File: src/rtl/pack_pixels_to_words.sv
// rtl/pack_pixels_to_words.sv - packs 8/10/12-bit pixels MSB-first into WORD_W-bit words
//
// Ports:
//   clk, reset    clock, synchronous active-high reset
//   enable        packing enable, registered then latched at FRAME_START
//   pix_mode      0 = passthrough, 1 = 8-bit, 2 = 10-bit, 3 = 12-bit; latched at FRAME_START
//   dvi/dtypei/datai  input beat (pixel in datai[pw-1:0])
//   dvo/dtypeo/datao  registered output beat

`ifndef DTYPE_WIDTH
`define DTYPE_WIDTH 8
`endif
`ifndef DTYPE_FRAME_START
`define DTYPE_FRAME_START 8'h01
`endif
`ifndef DTYPE_FRAME_END
`define DTYPE_FRAME_END 8'h02
`endif
`ifndef DTYPE_HEADER_START
`define DTYPE_HEADER_START 8'h04
`endif
`ifndef DTYPE_HEADER_END
`define DTYPE_HEADER_END 8'h08
`endif
`ifndef DTYPE_HEADER
`define DTYPE_HEADER 8'h10
`endif
`ifndef DTYPE_PIXEL_MASK
`define DTYPE_PIXEL_MASK 8'h80
`endif
`ifndef Image_image_type
`define Image_image_type 3
`endif

module pack_pixels_to_words #(
  parameter int         WORD_W    = 16,
  parameter int         TYPE_ADDR = `Image_image_type,
  parameter logic [4:0] TYPE_BASE = 5'h10
) (
  input  logic                    clk,
  input  logic                    reset,
  input  logic                    enable,
  input  logic [1:0]              pix_mode,
  input  logic                    dvi,
  input  logic [`DTYPE_WIDTH-1:0] dtypei,
  input  logic [WORD_W-1:0]       datai,
  output logic                    dvo,
  output logic [`DTYPE_WIDTH-1:0] dtypeo,
  output logic [WORD_W-1:0]       datao
);

  localparam int ACC_W = 2 * WORD_W;
  localparam int CNT_W = $clog2(ACC_W) + 1;
  localparam int DT_W  = `DTYPE_WIDTH;

  typedef enum logic [1:0] {S_IDLE, S_FRAME, S_HEADER} state_t;

  state_t            state_q, state_d;
  logic              en_s_q;
  logic              active_en_q, active_en_d;
  logic [1:0]        active_mode_q, active_mode_d;
  logic              seen_frame_q, seen_frame_d;
  logic              flush_pend_q, flush_pend_d;
  logic [ACC_W-1:0]  acc_q, acc_d;
  logic [CNT_W-1:0]  cnt_q, cnt_d;
  logic [15:0]       hdr_addr_q, hdr_addr_d;
  logic [DT_W-1:0]   last_dtype_q, last_dtype_d;
  logic [DT_W-1:0]   hold_dtype_q, hold_dtype_d;
  logic [WORD_W-1:0] hold_data_q, hold_data_d;
  logic              dvo_q, dvo_d;
  logic [DT_W-1:0]   dtypeo_q, dtypeo_d;
  logic [WORD_W-1:0] datao_q, datao_d;

  // A beat arriving while the deferred FRAME_END is being emitted is dropped.
  logic beat, is_fs, is_fe, is_hs, is_he, is_hdr, is_pix;
  assign beat   = dvi & ~flush_pend_q;
  assign is_fs  = beat && (dtypei == `DTYPE_FRAME_START);
  assign is_fe  = beat && (dtypei == `DTYPE_FRAME_END);
  assign is_hs  = beat && (dtypei == `DTYPE_HEADER_START);
  assign is_he  = beat && (dtypei == `DTYPE_HEADER_END);
  assign is_hdr = beat && (dtypei == `DTYPE_HEADER);
  assign is_pix = beat && ((dtypei & `DTYPE_PIXEL_MASK) != '0);

  logic packing, hdr_en;
  assign packing = (state_q == S_FRAME) && active_en_q && (active_mode_q != 2'd0);
  // Before any frame has been seen, headers follow the live registered enable.
  assign hdr_en  = seen_frame_q ? active_en_q : en_s_q;

  logic [CNT_W-1:0] pw, sum, sh;
  logic [ACC_W-1:0] pix_ext, placed;
  always_comb begin
    case (active_mode_q)
      2'd1:    pw = CNT_W'(8);
      2'd2:    pw = CNT_W'(10);
      2'd3:    pw = CNT_W'(12);
      default: pw = '0;
    endcase
    sum     = cnt_q + pw;
    sh      = CNT_W'(ACC_W) - sum;
    pix_ext = ACC_W'(datai) & ((ACC_W'(1) << pw) - ACC_W'(1));
    // Accumulator is left-aligned: the new pixel lands directly below existing bits.
    placed  = acc_q | (pix_ext << sh);
  end

  always_ff @(posedge clk) begin
    if (reset) state_q <= S_IDLE;
    else       state_q <= state_d;
  end

  always_comb begin
    state_d = state_q;
    if (is_fs)               state_d = S_FRAME;
    else if (is_hs)          state_d = S_HEADER;
    else if (is_fe || is_he) state_d = S_IDLE;
  end

  always_comb begin
    dvo_d         = dvi;
    dtypeo_d      = dtypei;
    datao_d       = datai;
    acc_d         = acc_q;
    cnt_d         = cnt_q;
    hdr_addr_d    = hdr_addr_q;
    last_dtype_d  = last_dtype_q;
    hold_dtype_d  = hold_dtype_q;
    hold_data_d   = hold_data_q;
    flush_pend_d  = 1'b0;
    active_en_d   = active_en_q;
    active_mode_d = active_mode_q;
    seen_frame_d  = seen_frame_q;
    if (!packing) begin
      acc_d = '0;
      cnt_d = '0;
    end
    if (flush_pend_q) begin
      dvo_d    = 1'b1;
      dtypeo_d = hold_dtype_q;
      datao_d  = hold_data_q;
    end else if (is_fs || is_hs) begin
      acc_d      = '0;
      cnt_d      = '0;
      hdr_addr_d = '0;
      if (is_fs) begin
        active_en_d   = en_s_q;
        active_mode_d = pix_mode;
        seen_frame_d  = 1'b1;
      end
    end else if (packing && is_pix) begin
      last_dtype_d = dtypei;
      if (sum >= CNT_W'(WORD_W)) begin
        dvo_d   = 1'b1;
        datao_d = placed[ACC_W-1 -: WORD_W];
        acc_d   = placed << WORD_W;
        cnt_d   = sum - CNT_W'(WORD_W);
      end else begin
        dvo_d = 1'b0;
        acc_d = placed;
        cnt_d = sum;
      end
    end else if (packing && is_fe && (cnt_q != '0)) begin
      // Emit the zero-padded residual now and defer FRAME_END by one cycle.
      dvo_d        = 1'b1;
      dtypeo_d     = last_dtype_q;
      datao_d      = acc_q[ACC_W-1 -: WORD_W];
      flush_pend_d = 1'b1;
      hold_dtype_d = dtypei;
      hold_data_d  = datai;
      acc_d        = '0;
      cnt_d        = '0;
    end else if ((state_q == S_HEADER) && hdr_en && is_hdr) begin
      if (hdr_addr_q == 16'(TYPE_ADDR))
        datao_d = {datai[WORD_W-1:5], TYPE_BASE | {3'b000, active_mode_q}};
      hdr_addr_d = hdr_addr_q + 16'd1;
    end
  end

  always_ff @(posedge clk) begin
    if (reset) begin
      en_s_q        <= 1'b0;
      active_en_q   <= 1'b0;
      active_mode_q <= 2'd0;
      seen_frame_q  <= 1'b0;
      flush_pend_q  <= 1'b0;
      acc_q         <= '0;
      cnt_q         <= '0;
      hdr_addr_q    <= '0;
      last_dtype_q  <= '0;
      hold_dtype_q  <= '0;
      hold_data_q   <= '0;
      dvo_q         <= 1'b0;
      dtypeo_q      <= '0;
      datao_q       <= '0;
    end else begin
      en_s_q        <= enable;
      active_en_q   <= active_en_d;
      active_mode_q <= active_mode_d;
      seen_frame_q  <= seen_frame_d;
      flush_pend_q  <= flush_pend_d;
      acc_q         <= acc_d;
      cnt_q         <= cnt_d;
      hdr_addr_q    <= hdr_addr_d;
      last_dtype_q  <= last_dtype_d;
      hold_dtype_q  <= hold_dtype_d;
      hold_data_q   <= hold_data_d;
      dvo_q         <= dvo_d;
      dtypeo_q      <= dtypeo_d;
      datao_q       <= datao_d;
    end
  end

  assign dvo    = dvo_q;
  assign dtypeo = dtypeo_q;
  assign datao  = datao_q;

endmodule
File: config.mk
export PLATFORM = sky130hd
export DESIGN_NAME = pack_pixels_to_words
export DESIGN_NICKNAME = d
export VERILOG_FILES = /design/src/rtl/pack_pixels_to_words.sv
export SDC_FILE = /design/constraint.sdc
export NUM_CORES = 1
export LEC_CHECK = 0
export CELL_PAD_IN_SITES_DETAIL_PLACEMENT = 1
export CELL_PAD_IN_SITES_GLOBAL_PLACEMENT = 2
export CORE_MARGIN = 2
export CORE_UTILIZATION = 35
export CTS_BUF_LIST = sky130_fd_sc_hd__clkbuf_4 sky130_fd_sc_hd__clkbuf_8 sky130_fd_sc_hd__clkbuf_16
export DETAILED_ROUTE_END_ITERATION = 16
export PLACE_DENSITY_LB_ADDON = 0.15
export SYNTH_ARGS = -nofsm -noshare
export SYNTH_HDL_FRONTEND = slang
export SYNTH_SLANG_ARGS = --single-unit
File: constraint.sdc
create_clock -name clk -period 4.8 [get_ports clk]
set_clock_uncertainty 0.15 [all_clocks]
set_input_delay 0.96 -clock clk [delete_from_list [all_inputs] [get_ports clk]]
set_output_delay 0.96 -clock clk [all_outputs]
set_load 0.02 [all_outputs]
==> results.py <==
metrics = {
    "sta": {
        "hold_ws_ps": 310.1,
        "worst_pin_slew_ps": 1451,
        "hold_viol": 0,
        "slew_headroom": 0.02360,
        "fin_tns_setup_ps": 0,
        "timing.final.crit_share": 0.8939,
        "slew_violations": 0,
        "fmax_ghz": 0.2331,
        "rsz0062_at_grt": "false",
        "setup_viol": 0,
        "period_needed_ps": 4291,
    },
    "outcome": {
        "violations": "max-capacitance violations",
        "status": "finished with violations",
    },
    "worst_setup_path": {
        "critical_path_buf_inv_count": 2,
        "rr_endpoint": "datao[15]",
        "rr_startpoint": "active_mode_q[1]",
        "slowest_stage": "dfxtp_1",
        "crit_path_max_incr_delay_ps": 660,
        "arrival_ps": 4430,
        "crit_chain": "nor2_1 > inv_1 > ha_1 > nand4_1 > nand2_1 > o21ai_0 > xor2_1 > ha_1 > inv_1 > a311o_1 > a21o_1 > nor2_1 > a31oi_1 > a2111oi_1",
        "ff2ff_path_depth": 14,
        "path_max_fanout": 17,
        "worst_setup_path_end_kind": "flip-flop",
        "worst_ep_required_time_ps": 4940,
        "critPathKind": "reg2reg",
        "cp-startpoint": "active_mode_q[1]",
        "critPathTopFamily": "compound AO/OA/AOI/OAI gates",
        "cp-start-kind": "flip-flop",
        "rrSetupSlack_ps": 510,
    },
    "worst_hold_path": {
        "min_from": "last_dtype_q[6]",
        "hold_class": "reg2reg",
        "whs_path_depth": 2,
        "hold_end": "last_dtype_q[6]",
    },
    "routing": {
        "dr.pass1.iters": 5,
        "via_count": 6829,
        "postRouteAntennaNets": 0,
        "wirelength_microns": 25700,
        "drc": 0,
        "drt-initial-drc-count": 472,
        "viasPerCell": 5.902,
        "wl_per_cell_microns": 22.21,
    },
    "synthesis": {
        "ys_top_cells_by_area": "dfxtp_1 35%, nand2_1 6.4%, a21oi_1 5.8%, nor2_1 4.6%, mux2i_1 2.3%",
        "syn_nets": 884,
        "seq_area_frac_synth": 0.3487,
        "syn-cell-area_sq_um": 6833,
        "ys_ff_latch": 119,
        "synth_flop_cell": "dfxtp_1",
        "async_flop_share": 0,
        "yosysUniqueCellTypes": 88,
        "syn_avg_cell_area_sq_um": 8.067,
        "yosysTopAreaCell": "dfxtp_1",
        "synth_top_area_frac": 0.3487,
        "synth.yosys.warnings": 0,
        "syn_inst": 847,
        "synth_edf_count": 0,
    },
    "power_and_ir_drop": {
        "p_per_area_nw_per_um2": 310.7,
        "irDropWorstVdd_mv": 0.2188,
        "power_leakage_nw": 2.977,
    },
    "cts": {
        "cts_max_level": 4,
        "cts_root_buffer": "clkbuf_16",
        "hold_buffers": 0,
        "cts_buffers": 17,
        "clock_path_buffers": 2,
        "cts_setup_buffers": 0,
        "clk_pin_slew_ps": 60,
        "cts_tree": "yes",
        "clk_latency_ps": 430,
        "cts_sinks": 119,
        "cts_resized": 0,
    },
    "cells_and_area": {
        "nNetsFinal": 916,
        "final_cell_mix": "119 x dfxtp_1, 117 x nand2_1, 83 x nor2_1",
        "stdcell_count": 1157,
        "final_common_cell": "dfxtp_1",
        "drive_gt1_frac": 0.1132,
        "syn_to_final_growth_pct": 20.33,
        "antenna-diode-count": 0,
        "fin_util": 0.4252,
    },
    "grt": {
        "grt_pass1_wl_microns": 40770,
        "grt_pass1_vias": 7089,
        "antenna_found_initial": 0,
        "grtUsageTotal": 0.2593,
        "overflow": 0,
        "grt_max_degree": 84,
    },
    "floorplanning": {
        "initial_core_util": 0.3534,
        "die_x_microns": 143.7,
        "core-area_sq_um": 19330,
        "dieHeight_microns": 143.7,
        "die-area_sq_um": 20660,
        "ios": 55,
        "row_count": 51,
    },
    "place": {
        "io_buffers": 54,
        "dp_cells": 1125,
        "gp_congestion": 0.9336,
        "dpl.hpwl_microns": 18230,
    },
    "job": {
        "max-cap-violations": 1,
    },
}
cell families after synthesis:
| group | share of synthesized area |
|---|---|
| buf+inv | 0.05603 |
| flops | 0.3487 |
| simple gates | 0.2476 |
| xor+xnor | 0.03626 |
| mux | 0.05146 |
| fa+ha+maj | 0.01282 |
| compound gates | 0.2472 |
cells in the mapped netlist (4+ instances only):
cell type / count
nand2b_1: 6
nor3_1: 19
a311oi_1: 6
nand4_1: 13
mux2_2: 7
a21oi_2: 4
and3_1: 21
a221oi_2: 4
nand3_1: 30
a211oi_1: 7
buf_2: 18
or4_1: 4
o21ai_1: 4
nor2_1: 83
xnor2_1: 12
o21ai_0: 30
mux2i_1: 16
o31ai_1: 5
a32oi_1: 9
mux4_2: 4
buf_6: 4
inv_1: 16
o211ai_1: 4
nor4_1: 7
a31oi_1: 17
ha_1: 7
a221o_1: 8
a21o_1: 7
buf_4: 4
a21oi_1: 79
dfxtp_1: 119
nand2_1: 117
nand3b_1: 5
xor2_1: 6
a221oi_1: 6
nor2b_1: 5
or3_1: 14
clkbuf_1: 40
o22ai_1: 4
and2_1: 5
a22oi_1: 11
area by class of cell:
type | instances | area, sq um
fillers | 2299 | 11110
multi-input cells | 644 | 4068
flip-flops and latches | 119 | 2382
repair buffers | 80 | 730.7
clock buffers | 19 | 452.9
well taps | 265 | 331.6
clock inverters | 13 | 192.7
inverters | 17 | 63.81
worst max path at each step:
stage | endpoint | slack (ps) | cells after the start
6_report | datao[15] | 510 | 14
5_1_grt | datao[15] | 230 | 14
4_1_cts | datao[15] | 560 | 14
3_5_place_dp | datao[15] | 600 | 14
3_3_place_gp | datao[2] | 680 | 8
2_1_floorplan | datao[11] | 1120 | 18
metal layers:
| layer | wire, microns | share of wire | GRT usage | up-vias |
|---|---|---|---|---|
| li1 | - | - | - | 3165 |
| met1 | 11390 | 0.44 | 0.3297 | 3412 |
| met2 | 12310 | 0.48 | 0.4331 | 193 |
| met3 | 1109 | 0.043 | 0.04365 | 59 |
| met4 | 888 | 0.035 | 0.1109 | 0 |
| met5 | 0 | 0 | 0 | - |
registers in the layout, summed over array words and instances (netlist names), 2 cells and up:
register / count
hdr_addr_q: 16
acc_q: 32
state_q: 2
dtypeo: 8
cnt_q: 6
hold_dtype_q: 8
last_dtype_q: 8
datao: 16
active_mode_q: 2
hold_data_q: 16
worst reg2reg max path, stage by stage (launching register included):
cell and delay (ps):
dfxtp_1 660, nor2_1 120, inv_1 120, ha_1 320
nand4_1 240, nand2_1 110, o21ai_0 210, xor2_1 280
ha_1 210, inv_1 50, a311o_1 360, a21o_1 430
nor2_1 420, a31oi_1 150, a2111oi_1 350
power by group:
part           total [mW]  switching [mW]  leakage [nW]  internal, mW
combinational       0.145          0.0841          1.70        0.0608
clock                1.41           0.505         0.310         0.901
sequential           1.00         0.00383         0.965         0.999
per-stage QoR:
| stage | power (mW) | cell area, sq um | setup slack [ps] |
|---|---|---|---|
| final | 2.554 | 8222 | 509.4 |
| after global routing | 2.637 | 8222 | 226.2 |
| after CTS | 2.583 | 8222 | 555.9 |
| after detailed placement | 1.168 | 7576 | 595.4 |
| after global placement | 1.166 | 7576 | 680.7 |
| after floorplan | 1.091 | 6833 | 1119 |
Note: power is estimated with default switching activity, not from simulation.
